### src/rtl/ps2_host_tx_pkg.sv
// ps2_host_tx_pkg
//   Shared definitions for the PS/2 host-to-device transmitter:
//   FSM state encoding, well-known PS/2 command/response bytes,
//   bit-counter constants and the parity helper.
//
// Configuration macro consumed by ps2_host_tx: PS2_TX_RETRY_EN

package ps2_host_tx_pkg;

    typedef enum logic [2:0] {
        ST_IDLE      = 3'd0,
        ST_INHIBIT   = 3'd1,
        ST_RTS       = 3'd2,
        ST_XFER      = 3'd3,
        ST_WAIT_IDLE = 3'd4
    } ps2_tx_state_e;

    localparam logic [7:0] PS2_CMD_SET_LEDS = 8'hED;
    localparam logic [7:0] PS2_RSP_ACK      = 8'hFA;
    localparam logic [7:0] PS2_RSP_RESEND   = 8'hFE;

    localparam int         PS2_BIT_CNT_W    = 4;
    // Falling edges already seen when the ACK edge (fe#11) arrives.
    localparam logic [3:0] PS2_ACK_FE_CNT   = 4'd10;
    // Terminal value of the bit counter once the ACK has been sampled.
    localparam logic [3:0] PS2_BIT_CNT_END  = 4'd11;

    // Odd parity: the parity bit makes the total count of ones odd.
    function automatic logic ps2_odd_parity(input logic [7:0] b);
        return ~^b;
    endfunction

endpackage

### src/rtl/ps2_line_sync.sv
// ps2_line_sync
//   Two-flop synchroniser for the PS/2 clock and data pins plus a
//   one-cycle pulse on each falling edge of the synchronised clock.
//   Intended to be shared with the keyboard receive path.
//
// Ports
//   clk          in   system clock
//   rstn         in   synchronous active-low reset
//   ps2_clk_in   in   raw PS/2 clock pin (asynchronous)
//   ps2_data_in  in   raw PS/2 data pin (asynchronous)
//   clk_s        out  synchronised clock level
//   data_s       out  synchronised data level
//   clk_fe       out  1-cycle pulse: synchronised clock went 1 -> 0

module ps2_line_sync (
    input  logic clk,
    input  logic rstn,
    input  logic ps2_clk_in,
    input  logic ps2_data_in,
    output logic clk_s,
    output logic data_s,
    output logic clk_fe
);

    logic [1:0] clk_ff;
    logic [1:0] data_ff;
    logic       clk_prev;

    // Reset to the idle-high bus level so leaving reset never fakes an edge.
    always_ff @(posedge clk) begin
        if (!rstn) begin
            clk_ff   <= 2'b11;
            data_ff  <= 2'b11;
            clk_prev <= 1'b1;
        end else begin
            clk_ff   <= {clk_ff[0], ps2_clk_in};
            data_ff  <= {data_ff[0], ps2_data_in};
            clk_prev <= clk_ff[1];
        end
    end

    assign clk_s  = clk_ff[1];
    assign data_s = data_ff[1];
    assign clk_fe = clk_prev & ~clk_ff[1];

endmodule

### src/rtl/ps2_host_tx.sv
// ps2_host_tx
//   PS/2 host-to-device transmitter. Sends one command byte to the device:
//   clock inhibit, request-to-send, 8 data bits LSB first, odd parity, stop,
//   then samples the device ACK. Both bus lines are driven as pull-low
//   enables only (open drain). Typical use: 0xED followed by an LED byte.
//
// Optional feature macro: PS2_TX_RETRY_EN
//   defined   : on ACK or timeout failure restart from INHIBIT with the
//               latched byte, up to MAX_RETRY times; the error pulse fires
//               only after the last attempt and busy stays high throughout.
//   undefined : the first failure pulses its error and returns to IDLE.
//
// Ports
//   clk                 in   system clock
//   rstn                in   synchronous active-low reset
//   tx_valid            in   command byte available
//   tx_data[7:0]        in   command byte
//   tx_ready            out  high only in IDLE; accept = tx_valid && tx_ready
//   ps2_clk_in          in   raw PS/2 clock pin level
//   ps2_data_in         in   raw PS/2 data pin level
//   ps2_clk_drive_low   out  1 = pull PS/2 clock low
//   ps2_data_drive_low  out  1 = pull PS/2 data low
//   busy                out  transfer in progress (any state but IDLE)
//   done                out  1-cycle pulse: byte sent and ACK received
//   ack_err             out  1-cycle pulse: ACK bit sampled high
//   timeout_err         out  1-cycle pulse: watchdog expired
//
// States
//   ST_IDLE      | lines released, waiting for tx_valid
//   ST_INHIBIT   | clock held low for the inhibit time
//   ST_RTS       | data held low, clock released, waiting for fe#1
//   ST_XFER      | fe#1..#10 shift data/parity/stop, fe#11 samples ACK
//   ST_WAIT_IDLE | waiting for both lines high before reporting

module ps2_host_tx
    import ps2_host_tx_pkg::*;
#(
    parameter int CLK_HZ     = 100_000_000,
    parameter int INHIBIT_US = 100,
    parameter int TIMEOUT_MS = 15,
    parameter int MAX_RETRY  = 2
) (
    input  logic       clk,
    input  logic       rstn,
    input  logic       tx_valid,
    input  logic [7:0] tx_data,
    output logic       tx_ready,
    input  logic       ps2_clk_in,
    input  logic       ps2_data_in,
    output logic       ps2_clk_drive_low,
    output logic       ps2_data_drive_low,
    output logic       busy,
    output logic       done,
    output logic       ack_err,
    output logic       timeout_err
);

    localparam int INH_CYC  = (CLK_HZ / 1_000_000) * INHIBIT_US;
    localparam int WDT_CYC  = (CLK_HZ / 1_000) * TIMEOUT_MS;
    localparam int MAX_LOAD = ((INH_CYC > WDT_CYC) ? INH_CYC : WDT_CYC) - 1;
    localparam int TMR_W    = (MAX_LOAD < 2) ? 1 : $clog2(MAX_LOAD + 1);

    // Loads are cycles-1 so the terminal count (zero) is the last cycle.
    localparam logic [TMR_W-1:0] INH_LOAD = TMR_W'(INH_CYC - 1);
    localparam logic [TMR_W-1:0] WDT_LOAD = TMR_W'(WDT_CYC - 1);

    if (CLK_HZ < 1_000_000 || INHIBIT_US < 1 || TIMEOUT_MS < 1 || MAX_RETRY < 0) begin : g_bad_param
        $error("ps2_host_tx: CLK_HZ must be >= 1 MHz, times >= 1, MAX_RETRY >= 0");
    end

    logic clk_s;
    logic data_s;
    logic clk_fe;

    ps2_line_sync u_sync (
        .clk         (clk),
        .rstn        (rstn),
        .ps2_clk_in  (ps2_clk_in),
        .ps2_data_in (ps2_data_in),
        .clk_s       (clk_s),
        .data_s      (data_s),
        .clk_fe      (clk_fe)
    );

    ps2_tx_state_e              state_q, state_d;
    logic [TMR_W-1:0]           tmr_q, tmr_d, tmr_dec;
    logic [PS2_BIT_CNT_W-1:0]   bit_cnt_q, bit_cnt_d;
    logic [8:0]                 shift_q, shift_d;
    logic [7:0]                 byte_q, byte_d;
    logic                       par_q, par_d;
    logic                       data_low_q, data_low_d;
    logic                       ack_bad_q, ack_bad_d;
    logic                       done_q, done_d;
    logic                       ack_err_q, ack_err_d;
    logic                       timeout_q, timeout_d;
    logic                       fail;
    logic                       fail_timeout;

`ifdef PS2_TX_RETRY_EN
    localparam int RETRY_W = (MAX_RETRY < 1) ? 1 : $clog2(MAX_RETRY + 1);
    logic [RETRY_W-1:0]         retry_q, retry_d;
`endif

    always_ff @(posedge clk) begin
        if (!rstn) begin
            state_q    <= ST_IDLE;
            tmr_q      <= '0;
            bit_cnt_q  <= '0;
            shift_q    <= '1;
            byte_q     <= '0;
            par_q      <= 1'b0;
            data_low_q <= 1'b0;
            ack_bad_q  <= 1'b0;
            done_q     <= 1'b0;
            ack_err_q  <= 1'b0;
            timeout_q  <= 1'b0;
`ifdef PS2_TX_RETRY_EN
            retry_q    <= '0;
`endif
        end else begin
            state_q    <= state_d;
            tmr_q      <= tmr_d;
            bit_cnt_q  <= bit_cnt_d;
            shift_q    <= shift_d;
            byte_q     <= byte_d;
            par_q      <= par_d;
            data_low_q <= data_low_d;
            ack_bad_q  <= ack_bad_d;
            done_q     <= done_d;
            ack_err_q  <= ack_err_d;
            timeout_q  <= timeout_d;
`ifdef PS2_TX_RETRY_EN
            retry_q    <= retry_d;
`endif
        end
    end

    always_comb begin
        state_d      = state_q;
        tmr_d        = tmr_q;
        bit_cnt_d    = bit_cnt_q;
        shift_d      = shift_q;
        byte_d       = byte_q;
        par_d        = par_q;
        data_low_d   = data_low_q;
        ack_bad_d    = ack_bad_q;
        done_d       = 1'b0;
        ack_err_d    = 1'b0;
        timeout_d    = 1'b0;
        fail         = 1'b0;
        fail_timeout = 1'b0;
        // Saturating decrement: the timer parks at zero, never wraps.
        tmr_dec      = (tmr_q == '0) ? '0 : tmr_q - 1'b1;
`ifdef PS2_TX_RETRY_EN
        retry_d      = retry_q;
`endif

        unique case (state_q)
            ST_IDLE: begin
                data_low_d = 1'b0;
                if (tx_valid) begin
                    byte_d  = tx_data;
                    par_d   = ps2_odd_parity(tx_data);
                    tmr_d   = INH_LOAD;
                    state_d = ST_INHIBIT;
`ifdef PS2_TX_RETRY_EN
                    retry_d = '0;
`endif
                end
            end

            ST_INHIBIT: begin
                if (tmr_q == '0) begin
                    state_d    = ST_RTS;
                    data_low_d = 1'b1;
                    tmr_d      = WDT_LOAD;
                    bit_cnt_d  = '0;
                    shift_d    = {par_q, byte_q};
                    ack_bad_d  = 1'b0;
                end else begin
                    tmr_d = tmr_dec;
                end
            end

            ST_RTS: begin
                if (clk_fe) begin
                    tmr_d      = WDT_LOAD;
                    data_low_d = ~shift_q[0];
                    shift_d    = {1'b1, shift_q[8:1]};
                    bit_cnt_d  = 4'd1;
                    state_d    = ST_XFER;
                end else if (tmr_q == '0) begin
                    fail         = 1'b1;
                    fail_timeout = 1'b1;
                end else begin
                    tmr_d = tmr_dec;
                end
            end

            ST_XFER: begin
                if (clk_fe) begin
                    tmr_d = WDT_LOAD;
                    if (bit_cnt_q >= PS2_ACK_FE_CNT) begin
                        ack_bad_d  = data_s;
                        data_low_d = 1'b0;
                        bit_cnt_d  = PS2_BIT_CNT_END;
                        state_d    = ST_WAIT_IDLE;
                    end else begin
                        // Ones shifted in from the top give the stop bit
                        // (released line) on fe#10.
                        data_low_d = ~shift_q[0];
                        shift_d    = {1'b1, shift_q[8:1]};
                        bit_cnt_d  = bit_cnt_q + 4'd1;
                    end
                end else if (tmr_q == '0) begin
                    fail         = 1'b1;
                    fail_timeout = 1'b1;
                end else begin
                    tmr_d = tmr_dec;
                end
            end

            ST_WAIT_IDLE: begin
                if (clk_fe) begin
                    tmr_d = WDT_LOAD;
                end else if (tmr_q == '0) begin
                    fail         = 1'b1;
                    fail_timeout = 1'b1;
                end else begin
                    tmr_d = tmr_dec;
                    if (clk_s && data_s) begin
                        if (ack_bad_q) begin
                            fail = 1'b1;
                        end else begin
                            done_d  = 1'b1;
                            state_d = ST_IDLE;
                        end
                    end
                end
            end

            default: begin
                state_d    = ST_IDLE;
                data_low_d = 1'b0;
            end
        endcase

        if (fail) begin
            data_low_d = 1'b0;
`ifdef PS2_TX_RETRY_EN
            if (retry_q != RETRY_W'(MAX_RETRY)) begin
                retry_d = retry_q + 1'b1;
                tmr_d   = INH_LOAD;
                state_d = ST_INHIBIT;
            end else begin
                ack_err_d = ~fail_timeout;
                timeout_d = fail_timeout;
                state_d   = ST_IDLE;
            end
`else
            ack_err_d = ~fail_timeout;
            timeout_d = fail_timeout;
            state_d   = ST_IDLE;
`endif
        end
    end

    assign tx_ready           = (state_q == ST_IDLE);
    assign busy               = (state_q != ST_IDLE);
    assign ps2_clk_drive_low  = (state_q == ST_INHIBIT);
    assign ps2_data_drive_low = data_low_q;
    assign done               = done_q;
    assign ack_err            = ack_err_q;
    assign timeout_err        = timeout_q;

endmodule

### config.mk
export PLATFORM = sky130hd
export DESIGN_NAME = ps2_host_tx
export DESIGN_NICKNAME = d
export VERILOG_FILES = /design/src/rtl/ps2_host_tx_pkg.sv /design/src/rtl/ps2_line_sync.sv /design/src/rtl/ps2_host_tx.sv
export SDC_FILE = /design/constraint.sdc
export NUM_CORES = 1
export LEC_CHECK = 0
export ABC_AREA = 1
export CORE_MARGIN = 2
export CORE_UTILIZATION = 40
export CTS_CLUSTER_SIZE = 16
export DETAILED_ROUTE_END_ITERATION = 7
export PLACE_DENSITY = 0.64
export SYNTH_ARGS = -nofsm -noshare
export SYNTH_HDL_FRONTEND = slang
export SYNTH_SLANG_ARGS = --single-unit
### constraint.sdc
create_clock -name clk -period 5.1 [get_ports clk]
set_input_delay 1.275 -clock clk [delete_from_list [all_inputs] [get_ports clk]]
set_output_delay 1.275 -clock clk [all_outputs]
set_load 0.01 [all_outputs]
==> PnR_summary.wiki, run 1 <==
{| class="wikitable"
! Metric !! Value
|-
| Outcome || finished clean
|-
| Layout Cells excl Fill || 553
|-
| Most common cell after layout, fill and taps aside || sky130_fd_sc_hd__nand2_1
|-
| Cell area after synthesis || 0.00302 mm²
|-
| Antenna viol nets, final || 0
|-
| Data arrival time at the worst-slack endpoint || 1920 ps
|-
| Max Clock Skew || 13.1 ps
|-
| Count of input and output buffers || 19
|-
| Total nets after synthesis || 451
|-
| Yosys top cell by area || sky130_fd_sc_hd__dfxtp_1
|-
| Mean area per synthesized cell || 6.94 µm²
|-
| Total number of yosys warnings || 0
|-
| Die Area || 0.00826 mm²
|-
| Type of the worst setup path || reg2out
|-
| Placed wire-length estimate || 4810 µm
|-
| Number of violations reported at the end of detailed-routing iteration 0 || 117
|-
| Mapped Cells || 435
|-
| Utilization after layout || 0.463
|-
| Placer congestion estimate || 0.962
|-
| Area of the placeable core || 0.00729 mm²
|-
| Vias post-DR || 2696
|-
| Clock transition time at the flip-flop clock pins of the worst setup and hold paths || 110 ps
|-
| Clock net sink count || 56
|-
| Number of synthesized register bits || 56
|-
| Setup repair after global routing missed its margin || no
|-
| Ratio of cells with drive above 1 in the final layout || 0.101
|-
| Commonest cells after routing, fill and taps aside || sky130_fd_sc_hd__nand2_1, sky130_fd_sc_hd__nor2_1, sky130_fd_sc_hd__dfxtp_1, sky130_fd_sc_hd__inv_1, sky130_fd_sc_hd__o21ai_0
|-
| Kind of start point of the critical path || flop
|-
| Share of the synthesized area in the top cell type || 0.371
|-
| Setup repair bufs after CTS || 0
|-
| Initial cell density of the core || 0.414
|-
| Number of antenna violations at the first check in global routing || 0
|-
| Hold Vio Cnt, Final || 0
|-
| Required arrival time at the worst endpoint || 3830 ps
|-
| TritonCTS clock tree || yes
|-
| Count of standard-cell rows || 31
|-
| Remaining design rule violation count || 0
|-
| Max clock buf depth || 2
|-
| DIE HEIGHT || 90.9 µm
|-
| Sequential-to-total area share from yosys stat || 0.371
|-
| Static Leakage || 1.54 nW
|-
| Power per cell area || 539 mW/mm²
|-
| Largest net degree at the start of global routing || 40
|-
| Overflow left after global routing || 0
|-
| Library cell used as clock root buffer || sky130_fd_sc_hd__clkbuf_8
|-
| Count of nets after finishing || 469
|-
| Hold buffer count at cts || 0
|-
| Top cells by area, synth || sky130_fd_sc_hd__dfxtp_1, sky130_fd_sc_hd__nand2_1, sky130_fd_sc_hd__nor2_1
|-
| Worst-path fanout max || 7
|-
| Slew @ Worst Pin || 496 ps
|-
| TritonRoute pass-1 iters || 4
|-
| Maximum resistive drop on vdd || 0.168 mV
|-
| Path category of the worst min-delay check || reg2reg
|-
| Max-slew violation count || 0
|-
| Number of CTS-inserted buffers || 5
|-
| Number of failing setup endpoints in the final timing report || 0
|-
| Top Ports || 20
|-
| Die span in x || 90.9 µm
|-
| Fraction of the cycle the final worst path needs || 0.627
|-
| Max-Cap Viols || 0
|-
| Dpl cells || 545
|-
| First-pass GRT wire length || 11300 µm
|-
| Post-DR vias/cell || 4.88
|-
| Antenna Diode Count || 0
|-
| Via count of the first global-routing pass || 2519
|-
| Area growth, synth to finish || 11.9%
|-
| Routed wire length || 6550 µm
|-
| WL/cell || 11.8 µm
|-
| All-layer global routing usage || 0.164
|-
| Sort of element at the end of the critical path || output pin
|-
| Number of levels the H-tree was split into || 2
|-
| Post-CTS sizing || 0
|-
| Post-synth cell types || 31
|-
| Final-layout setup total negative slack || 0 ps
|-
| Later-pin clock latency in the skew report || 320 ps
|-
| Tightest slew margin relative to the limit || 0.669
|-
| FMAX || 313 MHz
|-
| Fin crit period || 3200 ps
|}
==> worst max-delay path: stages, from the launching register on <==
cell and delay (ps):
sky130_fd_sc_hd__dfxtp_1 370, sky130_fd_sc_hd__inv_1 110, sky130_fd_sc_hd__nand3_1 250, sky130_fd_sc_hd__inv_1 290, sky130_fd_sc_hd__clkdlybuf4s50_1 580
==> where the power goes <==
part | internal [mW] | switching [mW]
Sequential | 0.554 | 0.0894
Clock | 0.101 | 0.157
Combinational | 0.316 | 0.606
Total | 0.971 | 0.852
==> path summary, 6_finish.rpt <==
check	start	endpoint	slack (ps)	cells past startpoint
max	state_q[2]$_SDFFE_PP0P_	ps2_clk_drive_low	1900	4
min	u_sync.data_ff[0]$_SDFF_PN1_	u_sync.data_ff[1]$_SDFF_PN1_	420	1
max reg2reg	state_q[2]$_SDFFE_PP0P_	tmr_q[5]$_SDFFE_PN0P_	3090	12
min reg2reg	u_sync.data_ff[0]$_SDFF_PN1_	u_sync.data_ff[1]$_SDFF_PN1_	420	1
==> per-stage QoR <==
step / instance area (µm²) / hold slack, ps / total power, mW / setup WS [ps]
CTS: 3380 / 423 / 1.83 / 1930
finish: 3380 / 417 / 1.82 / 1900
floorplan: 3020 / 393 / 1.37 / 2910
global placement: 3280 / 404 / 1.55 / 2040
global route: 3380 / 431 / 1.99 / 1820
detailed placement: 3280 / 413 / 1.57 / 2000
==> cell usage after synthesis <==
master,count
sky130_fd_sc_hd__clkbuf_1,6
sky130_fd_sc_hd__nor3_1,11
sky130_fd_sc_hd__o21bai_1,1
sky130_fd_sc_hd__xor2_1,7
sky130_fd_sc_hd__nor4_1,2
sky130_fd_sc_hd__o21a_1,4
sky130_fd_sc_hd__inv_1,53
sky130_fd_sc_hd__nand3_2,1
sky130_fd_sc_hd__nor2_1,67
sky130_fd_sc_hd__clkinv_1,1
sky130_fd_sc_hd__nand2_2,6
sky130_fd_sc_hd__buf_6,3
sky130_fd_sc_hd__nand3_4,1
sky130_fd_sc_hd__a21oi_2,2
sky130_fd_sc_hd__nor3_2,1
sky130_fd_sc_hd__o211ai_2,9
sky130_fd_sc_hd__inv_4,1
sky130_fd_sc_hd__or2_2,4
sky130_fd_sc_hd__nand2_1,90
sky130_fd_sc_hd__xnor2_1,8
sky130_fd_sc_hd__nand2_4,2
sky130_fd_sc_hd__ha_1,3
sky130_fd_sc_hd__a21oi_1,23
sky130_fd_sc_hd__nor2_2,5
sky130_fd_sc_hd__inv_2,1
sky130_fd_sc_hd__nand4_1,3
sky130_fd_sc_hd__nand3_1,19
sky130_fd_sc_hd__o21ai_0,40
sky130_fd_sc_hd__nor2_4,4
sky130_fd_sc_hd__nor3b_1,1
sky130_fd_sc_hd__dfxtp_1,56
==> layout make-up <==
| class | count | area (µm²) |
|---|---|---|
| clock buffers | 5 | 68.8 |
| clock inverters | 3 | 26.3 |
| fillers | 805 | 3910 |
| inverters | 56 | 213 |
| multi-input cells | 314 | 1630 |
| flip-flops and latches | 56 | 1120 |
| well taps | 99 | 124 |
| repair buffers | 20 | 198 |
==> flip-flops by register name (all words and copies together) (netlist names), 2 cells and up <==
name            count
bit_cnt_q           4
byte_q              8
shift_q             9
state_q             3
tmr_q              21
u_sync.clk_ff       2
u_sync.data_ff      2
==> cell families (layout without fill, tap and decap cells) <==
kind of cell,Yosys count,in the layout,synth area share
adder cells (fa/ha/maj),3,3,0.0124
buffers and inverters,65,84,0.0891
AND/OR/NAND/NOR,217,217,0.324
flip-flops,56,56,0.371
AO/OA/AOI/OAI,79,79,0.160
XOR/XNOR,15,15,0.0435
==> per-layer routing <==
metal  vias up  share of wire  GRT usage
met1      1212           0.50      0.224
li1       1420              -          -
met3         8          0.041     0.0284
met4         0          0.015     0.0492
met5         -              0          0
met2        56           0.44      0.265
No activity file was read; power rests on OpenSTA's default activity.
==> inputs of run 2 (changes only) <==
PLACE_DENSITY = 0.66   (was 0.64)
clock period = 2.85 ns   (was 5.1 ns; I/O delays follow)
==> run 2 against run 1 <==
  * Hold slack better by 19 ps
  * Clock power is 86% higher
  * Combinational power up 78%
  * Critical endpoint unchanged
  * Non-clock buffer count rose by 1
  * Via count up 1.1%
  * Die area is the same
  * Critical path type unchanged
  * Routed wire length down 1.4%
  * Design area increased by 0.30%
  * Utilization rose by 0.14 points
==> PnR_summary.wiki, run 2 (synthesis results as in run 1) <==
{| class="wikitable"
! Metric !! Value
|-
| Post-placement cell area || 0.00329 mm²
|-
| Tightest slew margin relative to the limit || 0.694
|-
| Static Leakage || 1.55 nW
|-
| All-layer global routing usage || 0.163
|-
| TritonRoute pass-1 iters || 5
|-
| Total power draw || 3.27 mW
|-
| DIE HEIGHT || 90.9 µm
|-
| Max Clock Skew || 9.67 ps
|-
| Clock power share || 0.146
|-
| Multi-input gate area || 0.00163 mm²
|-
| Layout Cells excl Fill || 554
|-
| Path category of the worst min-delay check || reg2reg
|-
| Max-slew violation count || 0
|-
| First-pass GRT wire length || 11200 µm
|-
| Hold buffer count at cts || 0
|-
| Later-pin clock latency in the skew report || 320 ps
|-
| Post-CTS sizing || 0
|-
| Count of nets after finishing || 470
|-
| Die span in x || 90.9 µm
|-
| Biggest registers after layout || tmr_q x21, shift_q x9, byte_q x8
|-
| Final-layout setup total negative slack || 0 ps
|-
| Post-DR vias/cell || 4.92
|-
| Antenna Diode Count || 0
|-
| Type of the worst setup path || reg2out
|-
| Area of the placeable core || 0.00729 mm²
|-
| Slew @ Worst Pin || 458 ps
|-
| Commonest cells after routing, fill and taps aside || sky130_fd_sc_hd__nand2_1, sky130_fd_sc_hd__nor2_1, sky130_fd_sc_hd__dfxtp_1, sky130_fd_sc_hd__inv_1, sky130_fd_sc_hd__o21ai_0
|-
| Count of input and output buffers || 19
|-
| Number of failing setup endpoints in the final timing report || 0
|-
| Setup repair after global routing missed its margin || no
|-
| Via count of the first global-routing pass || 2458
|-
| Max clock buf depth || 2
|-
| Setup repair bufs after CTS || 0
|-
| Initial cell density of the core || 0.414
|-
| Worst slack at placement || 600 ps
|-
| Outcome || finished clean
|-
| WL/cell || 11.7 µm
|-
| Area taken by flip-flops and latches || 0.00112 mm²
|-
| Fraction of the cycle the final worst path needs || 0.903
|-
| Sort of element at the end of the critical path || output pin
|-
| Number of violations reported at the end of detailed-routing iteration 0 || 109
|-
| Maximum resistive drop on vdd || 0.296 mV
|-
| Number of CTS-inserted buffers || 5
|-
| Max-Cap Viols || 0
|-
| Number of levels the H-tree was split into || 2
|-
| Clock transition time at the flip-flop clock pins of the worst setup and hold paths || 110 ps
|-
| Cell area after layout || 0.00339 mm²
|-
| Placer congestion estimate || 0.882
|-
| Largest net degree at the start of global routing || 39
|-
| Worst setup slack after layout || 276 ps
|-
| Top Ports || 20
|-
| Dpl cells || 546
|-
| Data arrival time at the worst-slack endpoint || 1860 ps
|-
| Overflow left after global routing || 0
|-
| Power share of the combinational group || 0.502
|-
| Hold Vio Cnt, Final || 0
|-
| Most common cell after layout, fill and taps aside || sky130_fd_sc_hd__nand2_1
|-
| Int Pwr || 1.74 mW
|-
| Register with the most flip-flops || tmr_q
|-
| Kind of start point of the critical path || flop
|-
| Max reg flops || 21
|-
| Power per cell area || 966 mW/mm²
|-
| Ratio of cells with drive above 1 in the final layout || 0.103
|-
| Count of standard-cell rows || 31
|-
| Switching power as a share of total power || 0.467
|-
| Fin crit period || 2570 ps
|-
| Antenna viol nets, final || 0
|-
| Die Area || 0.00826 mm²
|-
| Routed wire length || 6460 µm
|-
| Required arrival time at the worst endpoint || 2140 ps
|-
| Remaining design rule violation count || 0
|-
| Fillcell total || 764
|-
| Clock net sink count || 56
|-
| Register share of total power || 0.352
|-
| Number of antenna violations at the first check in global routing || 0
|-
| Worst-path fanout max || 7
|-
| Placed wire-length estimate || 4770 µm
|-
| TritonCTS clock tree || yes
|-
| FMAX || 389 MHz
|-
| Area growth, synth to finish || 12.3%
|-
| Library cell used as clock root buffer || sky130_fd_sc_hd__clkbuf_8
|-
| Vias post-DR || 2725
|-
| Power spent charging and discharging nets || 1.53 mW
|}
run 2: power by group through the flow:
| stage | combinational [mW] | clock [mW] | sequential [mW] |
|---|---|---|---|
| final | 1.64 | 0.477 | 1.15 |
| after global routing | 1.88 | 0.523 | 1.18 |
| after CTS | 1.65 | 0.494 | 1.15 |
| after detailed placement | 1.64 | 0 | 1.17 |
| after global placement | 1.60 | 0 | 1.16 |
| after floorplan | 1.32 | 0 | 1.13 |
run 2: through the flow:
| stage | util | hold WS [ps] |
|---|---|---|
| after global placement | 0.451 | 404 |
| after CTS | 0.465 | 442 |
| after global routing | 0.465 | 460 |
| after floorplan | - | 393 |
| after detailed placement | 0.451 | 414 |
| final | 0.465 | 436 |
run 2: final cells by class:
class	count	area share
multi-input cells	314	0.481
flip-flops and latches	56	0.331
inverters	56	0.0628
repair buffers	21	0.0605
well taps	99	0.0365
clock buffers	5	0.0203
clock inverters	3	0.00849
run 2: layer usage:
metal	up-vias	wire length [µm]	GRT usage
met5	-	0	0
li1	1423	-	-
met3	13	262	0.0326
met4	0	116	0.0581
met2	59	2950	0.270
met1	1230	3130	0.211
run 2: final timing paths:
| check | startpoint | to | slack (ps) | depth (start not counted) |
|---|---|---|---|---|
| worst min register to register | u_sync.data_ff[0]$_SDFF_PN1_ | u_sync.data_ff[1]$_SDFF_PN1_ | 440 | 1 |
| worst min-delay path | u_sync.data_ff[0]$_SDFF_PN1_ | u_sync.data_ff[1]$_SDFF_PN1_ | 440 | 1 |
| worst max-delay path | state_q[1]$_SDFFE_PP0P_ | ps2_clk_drive_low | 280 | 4 |
| worst max register to register | tmr_q[0]$_SDFFE_PN0P_ | bit_cnt_q[1]$_SDFFE_PN0P_ | 830 | 9 |
run 2: critical path, cell delays in order, from the launching register on:
cell                              delay, ps
sky130_fd_sc_hd__dfxtp_1                380
sky130_fd_sc_hd__inv_1                   90
sky130_fd_sc_hd__nand3_1                230
sky130_fd_sc_hd__inv_1                  270
sky130_fd_sc_hd__clkdlybuf4s50_1        580
